[config.mk]
export PLATFORM = sky130hd
export DESIGN_NAME = dbgapb_mst
export DESIGN_NICKNAME = d
export VERILOG_FILES = /design/src/rtl/dbgapb_pkg.sv /design/src/rtl/dbgapb_mst_seq.sv /design/src/rtl/dbgapb_mst.sv
export SDC_FILE = /design/constraint.sdc
export NUM_CORES = 1
export LEC_CHECK = 0
export BUFFER_PORTS_ARGS = -buffer_cell sky130_fd_sc_hd__buf_2
export CAP_MARGIN = 20
export CORE_UTILIZATION = 53
export CTS_CLUSTER_SIZE = 8
export DETAILED_ROUTE_END_ITERATION = 6
export MAX_ROUTING_LAYER = met4
export PLACE_DENSITY = 0.85
export SETUP_SLACK_MARGIN = 0.3
export SLEW_MARGIN = 30
export SYNTH_ARGS = -nofsm -noshare
export SYNTH_HDL_FRONTEND = slang
export SYNTH_HIERARCHICAL = 1
export SYNTH_SLANG_ARGS = --single-unit
[constraint.sdc]
create_clock -name pclk -period 5.77 [get_ports pclk]
set_clock_uncertainty 0.15 [all_clocks]
set_input_delay 0 -clock pclk [delete_from_list [all_inputs] [get_ports pclk]]
set_output_delay 0 -clock pclk [all_outputs]
set_load 0.03 [all_outputs]
[src/rtl/dbgapb_pkg.sv]
// Shared definitions for the debug APB initiator and its slave.
// Holds register offsets, instruction codes, command opcodes, the step
// descriptor produced by the sequencer, FSM state encodings and small helpers.
package dbgapb_pkg;

   // Debug APB register byte offsets (paddr[11:0]).
   localparam logic [11:0] REG_DBG_EN   = 12'h000;
   localparam logic [11:0] REG_INST     = 12'h004;
   localparam logic [11:0] REG_INST_WR  = 12'h008;
   localparam logic [11:0] REG_WDATA_L  = 12'h00C;
   localparam logic [11:0] REG_WDATA_H  = 12'h010;
   localparam logic [11:0] REG_WDATA_WR = 12'h014;
   localparam logic [11:0] REG_RDATA_L  = 12'h018;
   localparam logic [11:0] REG_RDATA_H  = 12'h01C;

   // Debug instruction codes.
   localparam logic [11:0] CODE_ATTACH     = 12'h001;
   localparam logic [11:0] CODE_RESUME     = 12'h002;
   localparam logic [11:0] CODE_INSTREG_WR = 12'h003;
   localparam logic [11:0] CODE_EXECUTE    = 12'h004;
   localparam logic [11:0] CODE_STATUS_RD  = 12'h005;
   localparam logic [11:0] CODE_PC_RD      = 12'h006;
   localparam logic [11:0] CODE_GPR_RD     = 12'h007;
   localparam logic [11:0] CODE_CSR_RD     = 12'h008;
   localparam logic [11:0] CODE_GPR_WR     = 12'h009;
   localparam logic [11:0] CODE_CSR_WR     = 12'h00A;

   localparam int unsigned STEP_IDX_W = 4;

   typedef enum logic [3:0] {
      OP_ATTACH = 4'd0, OP_RESUME = 4'd1, OP_STATUS = 4'd2, OP_PC_RD  = 4'd3,
      OP_GPR_RD = 4'd4, OP_CSR_RD = 4'd5, OP_GPR_WR = 4'd6, OP_CSR_WR = 4'd7,
      OP_EXEC   = 4'd8
   } cmd_op_e;

   // Source of pwdata for a write step, or destination half for a read step.
   typedef enum logic [2:0] {
      DS_ONE, DS_INST_OP, DS_WDATA_L, DS_WDATA_H,
      DS_INST_INSTREG, DS_INST_EXEC, DS_RD_L, DS_RD_H
   } data_sel_e;

   typedef struct packed {
      logic      wr;
      logic [11:0] addr;
      data_sel_e data_sel;
   } step_t;

   // FSM state encodings.
   localparam logic [2:0] ST_IDLE   = 3'd0;
   localparam logic [2:0] ST_SETUP  = 3'd1;
   localparam logic [2:0] ST_ACCESS = 3'd2;
   localparam logic [2:0] ST_STEP   = 3'd3;
   localparam logic [2:0] ST_RESP   = 3'd4;

   function automatic logic op_legal(input logic [3:0] op);
      return op <= 4'd8;
   endfunction

   function automatic logic [11:0] op_code(input logic [3:0] op);
      case (op)
         OP_ATTACH: return CODE_ATTACH;
         OP_RESUME: return CODE_RESUME;
         OP_STATUS: return CODE_STATUS_RD;
         OP_PC_RD:  return CODE_PC_RD;
         OP_GPR_RD: return CODE_GPR_RD;
         OP_CSR_RD: return CODE_CSR_RD;
         OP_GPR_WR: return CODE_GPR_WR;
         OP_CSR_WR: return CODE_CSR_WR;
         default:   return CODE_EXECUTE;
      endcase
   endfunction

   function automatic logic [31:0] mk_inst(input logic [11:0] addr, input logic [11:0] code);
      return {4'b0, addr, 4'b0, code};
   endfunction

   function automatic step_t mk_step(input logic wr, input logic [11:0] addr, input data_sel_e sel);
      step_t s;
      s.wr       = wr;
      s.addr     = addr;
      s.data_sel = sel;
      return s;
   endfunction

endpackage

[src/rtl/dbgapb_mst_seq.sv]
// Combinational step decoder: maps (op, step index) to one APB access.
// Ports: op/idx/dbg_en_done in; step (wr, addr, data_sel) and last out.
// When dbg_en_done is low, index 0 is the DBG_EN=1 write and the op's own
// sequence is shifted up by one.
module dbgapb_mst_seq
   import dbgapb_pkg::*;
#(
   parameter int unsigned XLEN = 32
) (
   input  logic [3:0]            op,
   input  logic [STEP_IDX_W-1:0] idx,
   input  logic                  dbg_en_done,
   output step_t                 step,
   output logic                  last
);

   localparam bit WIDE = (XLEN == 64);

   logic [STEP_IDX_W-1:0] j;
   logic [STEP_IDX_W-1:0] k;

   always_comb begin
      step = mk_step(1'b1, REG_INST_WR, DS_ONE);
      last = 1'b0;
      j    = dbg_en_done ? idx : idx - STEP_IDX_W'(1);
      // Narrow data path has no WDATA_H step; skip over it.
      k    = (!WIDE && j >= STEP_IDX_W'(1)) ? j + STEP_IDX_W'(1) : j;
      if (!dbg_en_done && idx == '0) begin
         step = mk_step(1'b1, REG_DBG_EN, DS_ONE);
      end else begin
         case (op)
            OP_ATTACH, OP_RESUME: begin
               if (j == STEP_IDX_W'(0)) step = mk_step(1'b1, REG_INST, DS_INST_OP);
               else begin step = mk_step(1'b1, REG_INST_WR, DS_ONE); last = 1'b1; end
            end
            OP_STATUS, OP_PC_RD, OP_GPR_RD, OP_CSR_RD: begin
               case (j)
                  STEP_IDX_W'(0): step = mk_step(1'b1, REG_INST, DS_INST_OP);
                  STEP_IDX_W'(1): step = mk_step(1'b1, REG_INST_WR, DS_ONE);
                  STEP_IDX_W'(2): begin step = mk_step(1'b0, REG_RDATA_L, DS_RD_L); last = !WIDE; end
                  default:        begin step = mk_step(1'b0, REG_RDATA_H, DS_RD_H); last = 1'b1; end
               endcase
            end
            OP_GPR_WR, OP_CSR_WR: begin
               case (k)
                  STEP_IDX_W'(0): step = mk_step(1'b1, REG_WDATA_L, DS_WDATA_L);
                  STEP_IDX_W'(1): step = mk_step(1'b1, REG_WDATA_H, DS_WDATA_H);
                  STEP_IDX_W'(2): step = mk_step(1'b1, REG_WDATA_WR, DS_ONE);
                  STEP_IDX_W'(3): step = mk_step(1'b1, REG_INST, DS_INST_OP);
                  default:        begin step = mk_step(1'b1, REG_INST_WR, DS_ONE); last = 1'b1; end
               endcase
            end
            OP_EXEC: begin
               case (j)
                  STEP_IDX_W'(0): step = mk_step(1'b1, REG_WDATA_L, DS_WDATA_L);
                  STEP_IDX_W'(1): step = mk_step(1'b1, REG_WDATA_WR, DS_ONE);
                  STEP_IDX_W'(2): step = mk_step(1'b1, REG_INST, DS_INST_INSTREG);
                  STEP_IDX_W'(3): step = mk_step(1'b1, REG_INST_WR, DS_ONE);
                  STEP_IDX_W'(4): step = mk_step(1'b1, REG_INST, DS_INST_EXEC);
                  default:        begin step = mk_step(1'b1, REG_INST_WR, DS_ONE); last = 1'b1; end
               endcase
            end
            default: last = 1'b1;
         endcase
      end
   end

endmodule

[src/rtl/dbgapb_mst.sv]
// Debug APB initiator: expands one host debug command into a fixed sequence
// of APB register accesses and returns read data / error on a response channel.
// Ports: pclk, preset (async, active-high); cmd_* command handshake;
// rsp_* response handshake; psel/penable/pwrite/paddr/pstrb/pwdata/prdata/
// pslverr/pready APB initiator; busy.
// Optional build macro DBGAPB_MST_TIMEOUT_EN: ACCESS wait limited to TIMEOUT
// cycles, after which the command is aborted with rsp_err=1.
module dbgapb_mst
   import dbgapb_pkg::*;
#(
   parameter int unsigned XLEN    = 32,
   parameter int unsigned TIMEOUT = 1023
) (
   input  logic            pclk,
   input  logic            preset,
   input  logic            cmd_valid,
   output logic            cmd_ready,
   input  logic [3:0]      cmd_op,
   input  logic [11:0]     cmd_addr,
   input  logic [XLEN-1:0] cmd_wdata,
   output logic            rsp_valid,
   input  logic            rsp_ready,
   output logic [XLEN-1:0] rsp_rdata,
   output logic            rsp_err,
   output logic            psel,
   output logic            penable,
   output logic            pwrite,
   output logic [31:0]     paddr,
   output logic [3:0]      pstrb,
   output logic [31:0]     pwdata,
   input  logic [31:0]     prdata,
   input  logic            pslverr,
   input  logic            pready,
   output logic            busy
);

   if (!(XLEN == 32 || XLEN == 64)) begin : g_bad_xlen
      $error("dbgapb_mst: XLEN must be 32 or 64");
   end
   if (TIMEOUT == 0 || TIMEOUT > 1023) begin : g_bad_timeout
      $error("dbgapb_mst: TIMEOUT must be 1..1023");
   end

   logic [2:0]            state_q, state_d;
   logic [3:0]            op_q, op_d;
   logic [11:0]           addr_q, addr_d;
   logic [XLEN-1:0]       wdata_q, wdata_d, rdata_q, rdata_d;
   logic [STEP_IDX_W-1:0] idx_q, idx_d;
   logic                  last_q, last_d;
   data_sel_e             sel_q, sel_d;
   logic                  dbg_en_done_q, dbg_en_done_d, err_q, err_d;
   logic                  cmd_ready_q, cmd_ready_d, rsp_valid_q, rsp_valid_d, busy_q, busy_d;
   logic                  psel_q, psel_d, penable_q, penable_d, pwrite_q, pwrite_d;
   logic [31:0]           paddr_q, paddr_d, pwdata_q, pwdata_d;
   logic [3:0]            pstrb_q, pstrb_d;
`ifdef DBGAPB_MST_TIMEOUT_EN
   logic [9:0]            wait_q, wait_d;
   logic                  to_q, to_d;
`endif

   step_t       nxt_step;
   logic        nxt_last;
   logic        accept;
   logic        load, clr;
   logic [63:0] wdata_ext, rd_ext;
   logic [31:0] nxt_wdata;

   assign accept = (state_q == ST_IDLE) && cmd_valid && cmd_ready_q;

   // Command latch and step index; feeds the decoder with the upcoming step.
   always_comb begin
      op_d    = op_q;
      addr_d  = addr_q;
      wdata_d = wdata_q;
      idx_d   = idx_q;
      if (accept) begin
         op_d    = cmd_op;
         addr_d  = cmd_addr;
         wdata_d = cmd_wdata;
         idx_d   = '0;
      end else if (state_q == ST_STEP && !last_q) begin
         idx_d = idx_q + STEP_IDX_W'(1);
      end
   end

   dbgapb_mst_seq #(.XLEN(XLEN)) u_seq (
      .op          (op_d),
      .idx         (idx_d),
      .dbg_en_done (dbg_en_done_q),
      .step        (nxt_step),
      .last        (nxt_last)
   );

   // Write data for the upcoming step.
   always_comb begin
      wdata_ext = 64'(wdata_d);
      case (nxt_step.data_sel)
         DS_ONE:          nxt_wdata = 32'd1;
         DS_INST_OP:      nxt_wdata = mk_inst(addr_d, op_code(op_d));
         DS_WDATA_L:      nxt_wdata = wdata_ext[31:0];
         DS_WDATA_H:      nxt_wdata = wdata_ext[63:32];
         DS_INST_INSTREG: nxt_wdata = mk_inst(12'h000, CODE_INSTREG_WR);
         DS_INST_EXEC:    nxt_wdata = mk_inst(12'h000, CODE_EXECUTE);
         default:         nxt_wdata = 32'd0;
      endcase
   end

   // Next-state and registered-output logic.
   always_comb begin
      state_d       = state_q;
      rdata_d       = rdata_q;
      last_d        = last_q;
      sel_d         = sel_q;
      dbg_en_done_d = dbg_en_done_q;
      err_d         = err_q;
      psel_d        = psel_q;
      penable_d     = penable_q;
      pwrite_d      = pwrite_q;
      paddr_d       = paddr_q;
      pwdata_d      = pwdata_q;
      pstrb_d       = pstrb_q;
      load          = 1'b0;
      clr           = 1'b0;
      rd_ext        = 64'(rdata_q);
`ifdef DBGAPB_MST_TIMEOUT_EN
      wait_d        = wait_q;
      to_d          = to_q;
`endif
      case (state_q)
         ST_IDLE: begin
            if (accept) begin
               rdata_d = '0;
               err_d   = 1'b0;
`ifdef DBGAPB_MST_TIMEOUT_EN
               to_d    = 1'b0;
`endif
               if (op_legal(cmd_op)) begin
                  load    = 1'b1;
                  state_d = ST_SETUP;
               end else begin
                  err_d   = 1'b1;
                  state_d = ST_RESP;
               end
            end
         end
         ST_SETUP: begin
            penable_d = 1'b1;
`ifdef DBGAPB_MST_TIMEOUT_EN
            wait_d    = '0;
`endif
            state_d   = ST_ACCESS;
         end
         ST_ACCESS: begin
            if (pready) begin
               if (!pwrite_q) begin
                  if (sel_q == DS_RD_L) rd_ext[31:0]  = prdata;
                  if (sel_q == DS_RD_H) rd_ext[63:32] = prdata;
                  rdata_d = XLEN'(rd_ext);
               end
               err_d   = err_q | pslverr;
               clr     = 1'b1;
               state_d = ST_STEP;
            end
`ifdef DBGAPB_MST_TIMEOUT_EN
            else if (wait_q >= 10'(TIMEOUT - 1)) begin
               // Slave never answered: abandon the whole command.
               clr     = 1'b1;
               err_d   = 1'b1;
               rdata_d = '0;
               to_d    = 1'b1;
               state_d = ST_RESP;
            end else begin
               wait_d = wait_q + 10'd1;
            end
`endif
         end
         ST_STEP: begin
            if (last_q) begin
               state_d = ST_RESP;
            end else begin
               load    = 1'b1;
               state_d = ST_SETUP;
            end
         end
         ST_RESP: begin
            if (rsp_ready) begin
               err_d         = 1'b0;
`ifdef DBGAPB_MST_TIMEOUT_EN
               dbg_en_done_d = dbg_en_done_q | ~to_q;
`else
               dbg_en_done_d = 1'b1;
`endif
               state_d       = ST_IDLE;
            end
         end
         default: state_d = ST_IDLE;
      endcase

      if (clr) begin
         psel_d    = 1'b0;
         penable_d = 1'b0;
         pwrite_d  = 1'b0;
         paddr_d   = '0;
         pwdata_d  = '0;
         pstrb_d   = '0;
      end
      if (load) begin
         psel_d    = 1'b1;
         penable_d = 1'b0;
         pwrite_d  = nxt_step.wr;
         paddr_d   = 32'(nxt_step.addr);
         pwdata_d  = nxt_step.wr ? nxt_wdata : 32'd0;
         pstrb_d   = nxt_step.wr ? 4'hf : 4'h0;
         sel_d     = nxt_step.data_sel;
         last_d    = nxt_last;
      end

      cmd_ready_d = (state_d == ST_IDLE);
      rsp_valid_d = (state_d == ST_RESP);
      busy_d      = (state_d != ST_IDLE);
   end

   always_ff @(posedge pclk or posedge preset) begin
      if (preset) begin
         state_q       <= ST_IDLE;
         op_q          <= '0;
         addr_q        <= '0;
         wdata_q       <= '0;
         rdata_q       <= '0;
         idx_q         <= '0;
         last_q        <= 1'b0;
         sel_q         <= DS_ONE;
         dbg_en_done_q <= 1'b0;
         err_q         <= 1'b0;
         cmd_ready_q   <= 1'b0;
         rsp_valid_q   <= 1'b0;
         busy_q        <= 1'b0;
         psel_q        <= 1'b0;
         penable_q     <= 1'b0;
         pwrite_q      <= 1'b0;
         paddr_q       <= '0;
         pwdata_q      <= '0;
         pstrb_q       <= '0;
`ifdef DBGAPB_MST_TIMEOUT_EN
         wait_q        <= '0;
         to_q          <= 1'b0;
`endif
      end else begin
         state_q       <= state_d;
         op_q          <= op_d;
         addr_q        <= addr_d;
         wdata_q       <= wdata_d;
         rdata_q       <= rdata_d;
         idx_q         <= idx_d;
         last_q        <= last_d;
         sel_q         <= sel_d;
         dbg_en_done_q <= dbg_en_done_d;
         err_q         <= err_d;
         cmd_ready_q   <= cmd_ready_d;
         rsp_valid_q   <= rsp_valid_d;
         busy_q        <= busy_d;
         psel_q        <= psel_d;
         penable_q     <= penable_d;
         pwrite_q      <= pwrite_d;
         paddr_q       <= paddr_d;
         pwdata_q      <= pwdata_d;
         pstrb_q       <= pstrb_d;
`ifdef DBGAPB_MST_TIMEOUT_EN
         wait_q        <= wait_d;
         to_q          <= to_d;
`endif
      end
   end

   assign cmd_ready = cmd_ready_q;
   assign rsp_valid = rsp_valid_q;
   assign rsp_rdata = rdata_q;
   assign rsp_err   = err_q;
   assign busy      = busy_q;
   assign psel      = psel_q;
   assign penable   = penable_q;
   assign pwrite    = pwrite_q;
   assign paddr     = paddr_q;
   assign pwdata    = pwdata_q;
   assign pstrb     = pstrb_q;

endmodule

==> impl_metrics.tcl <==
set metrics [dict create \
    final_layout_size_suffix_gt1_share_pct 30.9 \
    critical_path_arrival_ns 5.13 \
    timing_worst_slew_pin_value_ns 0.802 \
    die_boundary_width_um 117 \
    insertedDiodeCount 0 \
    placeable_core_area_um2 12700 \
    placed_area_um2 7740 \
    gr-usage-all-layers_pct 27.9 \
    clock_tree.htree_level_count 4 \
    slew_viol_final 0 \
    finalSetupViolCount 0 \
    p_clk_share_pct 20.1 \
    synthDominantCellAreaShare_pct 51.5 \
    period_share_pct 85.9 \
    clk-insertion-delay-late_ns 0.42 \
    yosysUniqueCellTypes 72 \
    logic_pwr_share_pct 50.4 \
    p_sw_mw 2.34 \
    critical_path.startpoint_type "flop" \
    post_synth.cell_area_avg_um2 10.5 \
    ys_async_sr_fraction_pct 100 \
    starting_drt_drc_count 499 \
    final_nets 1003 \
    layoutNonFillerInstCount 1092 \
    clock_tree.buffer_depth 2 \
    dp.final_hpwl_mm 10.6 \
    number_of_synthesized_flops_with_an_enable_pin 0 \
    die-area_um2 13600 \
    finalWirelength_mm 18.3 \
    p_sw_share_pct 43.9 \
    critical_path.n_buffers_inverters 3 \
    timing.critical_path.cells "nor4bb_4 -> xnor2_1 -> nor2_2 -> inv_1 -> ha_1 -> mux2i_1 -> inv_1 -> ha_1 -> nand2b_1 -> a21oi_2 -> xnor2_1 -> nor2b_4 -> o21ai_1 -> a31oi_2 -> nand3_1 -> inv_1 -> a22oi_1 -> o21ai_0" \
    fin_crit_ns 4.96 \
    cell_repeated_most_along_the_worst_path "inv_1" \
    cts_tree "yes" \
    critical-path-top-delay-family "simple AND/OR/NAND/NOR gates" \
    run_status "finished with violations" \
    synth-seq-area-share_pct 51.5 \
    final_design_area_no_fill_um2 9240 \
    share_of_the_core_filled_with_cells_in_the_final_layout_pct 72.6 \
    number_of_register_bits_inferred_by_synthesis 143 \
    cts.clk_slew.worst_paths_ns 0.06 \
    postCtsSetupBuffers 0 \
    cts.root.buffer_cell "clkbuf_16" \
    die-height_um 117 \
    violations_in_the_final_reports "design-rule violations" \
    fin_setup_tns_ns 0 \
    detail-route-antenna-nets 0 \
    place_inst 972 \
    type_of_destination_of_the_critical_path "flop" \
    share_seq_of_total_power_pct 29.4 \
    hold_path.class "in2async" \
    num_rows 41 \
    first_pass_iters 7 \
    max-slew-margin-rel_pct 45.9 \
    drc_errors 4 \
    io_buffer_count 172 \
    globalRoute.totalOverflow 0 \
    postSynthCellCount 664 \
    cell_area_synth_um2 6950 \
    detailroute.via_count 5820 \
    drt-wirelength-per-cell_um 16.8 \
    finalWeightedCongestion 0.864 \
    grt_first_pass_wirelength_mm 27.9 \
    critical_path_required_ns 5.94 \
    cap_viol_max_count 0 \
    yosys_warnings 6 \
    pwr_density_cell_nw_per_um2 576 \
    synth_area_leader_cell "dfrtp_1" \
    route.detailed.vias_per_inst 5.33 \
    max-vdd-ir-drop_uv 316 \
    worst_path_max_delay_cell "dfrtp_1" \
    synth_ff_type "dfrtp_1" \
    post_synthesis_to_final_layout_area_growth_pct 32.9 \
    first_global_vias 5658 \
    total_leakage_power_nw 4.48 \
    internal-power_mw 2.99 \
    start_util_pct 54.7 \
    rsz0062_at_grt "false" \
    worstSetupPathType "reg2reg" \
    timing.final.hold_violations 0 \
    cp_slowest_stage_delay_ns 0.56 \
    netlist_top_cells_area "dfrtp_1 (51%), mux2_2 (7.6%), nand2_1 (6.7%)" \
    timing.critical_path.fanout_max 13 \
    largest_net_degree_at_the_start_of_global_routing 91 \
    ios 193 \
    max_freq_mhz 202 \
    number_of_antenna_violations_at_the_first_check_in_global_routing 0 \
    clock-sinks 143 \
    cts_inserted_buffers 17 \
]
==> layout make-up <==
type	instances	area (µm²)
timing repair buffer	267	1800
multi-input combinational	466	3010
inverter	13	53.8
fill	804	3480
clock buffer	21	480
sequential	143	3580
tap	172	215
clock inverter	10	100
==> sequential cells by signal (all words and copies together), names as in the netlist, 3 cells and up <==
name,cells
paddr,12
op_q,4
pwdata,32
addr_q,12
wdata_q,32
state_q,3
sel_q,3
idx_q,4
rsp_rdata,32
==> per-stage QoR <==
step                hold WS (ns)  power [mW]  setup slack [ns]
floorplan                -0.0159        3.55              1.20
global placement          0.0698        4.04             0.887
detailed placement        0.0680        4.09             0.638
CTS                        0.174        5.25             0.547
global route               0.221        5.65             0.395
finish                     0.152        5.33             0.813
==> synth_stat cells, types with 4 or more instances <==
master / n
nor2b_1: 8
mux2_2: 47
inv_1: 12
nor3b_1: 5
nor2_1: 24
dfrtp_1: 143
nand2b_1: 23
a211oi_1: 5
buf_4: 36
xnor2_1: 5
mux2i_1: 7
ha_1: 9
nand3_1: 7
a22o_1: 15
a22oi_1: 12
a21oi_1: 14
a31oi_1: 4
clkbuf_1: 17
nor3_1: 9
buf_6: 7
nand2_1: 125
o21ai_1: 17
buf_2: 8
o21ai_0: 40
==> timing repair <==
item                       in CTS  in global routing
setup endpoints to repair       0                 31
hold buffers                   89                  0
gates resized for setup         0                  4
hold endpoints to repair      209                  0
==> worst min-delay path, cell delays in order <==
cell	delay, ns
dlygate4sd3_1	0.52
buf_2	0.15
inv_6	0.57
==> power groups by stage <==
stage / combinational, mW / clock [mW] / sequential [mW]
floorplan: 1.74 / 0 / 1.81
global placement: 2.49 / 0 / 1.55
detailed placement: 2.53 / 0 / 1.56
CTS: 2.61 / 1.08 / 1.56
global route: 2.92 / 1.13 / 1.60
finish: 2.69 / 1.07 / 1.57
==> kinds of logic after synthesis <==
kind of cell | Yosys count | synth area share (%)
other cells | 2 | 0.108
xor+xnor | 8 | 1.01
mux | 57 | 9.11
compound gates | 135 | 13.1
flops | 143 | 51.5
fa+ha+maj | 9 | 1.62
buf+inv | 82 | 7.29
simple gates | 228 | 16.3
==> cells in the final DEF (no fill, tap or decap), types with 23 or more instances in the layout <==
master,count
o21ai_0,40
dlygate4sd3_1,89
nor2_1,23
buf_2,172
dfrtp_1,143
conb_1,29
nand2b_1,23
mux2_2,47
nand2_1,125
==> worst paths after layout <==
kind / slack (ns) / depth (start not counted) / startpoint / to
worst max-delay path: 0.81 / 18 / state_q[2] / pwdata[24]
worst min-delay path: 0.15 / 3 / preset / wdata_q[10]
worst max register to register: 0.81 / 18 / state_q[2] / pwdata[24]
worst min register to register: 0.32 / 2 / pwdata[28] / pwdata[28]
max in group asynchronous: 4.14 / 4 / preset / sel_q[2]
min in group pclk: 0.21 / 3 / cmd_addr[5] / addr_q[5]
==> layer usage <==
| layer | vias to the layer above | global-route usage, % | wire, µm |
|---|---|---|---|
| met4 | 0 | 14.5 | 654 |
| met1 | 2786 | 32.2 | 7370 |
| li1 | 2700 | - | - |
| met3 | 58 | 6.12 | 1050 |
| met2 | 276 | 45.9 | 9250 |
| met5 | - | - | 0 |
No activity file was read; power rests on OpenSTA's default activity.
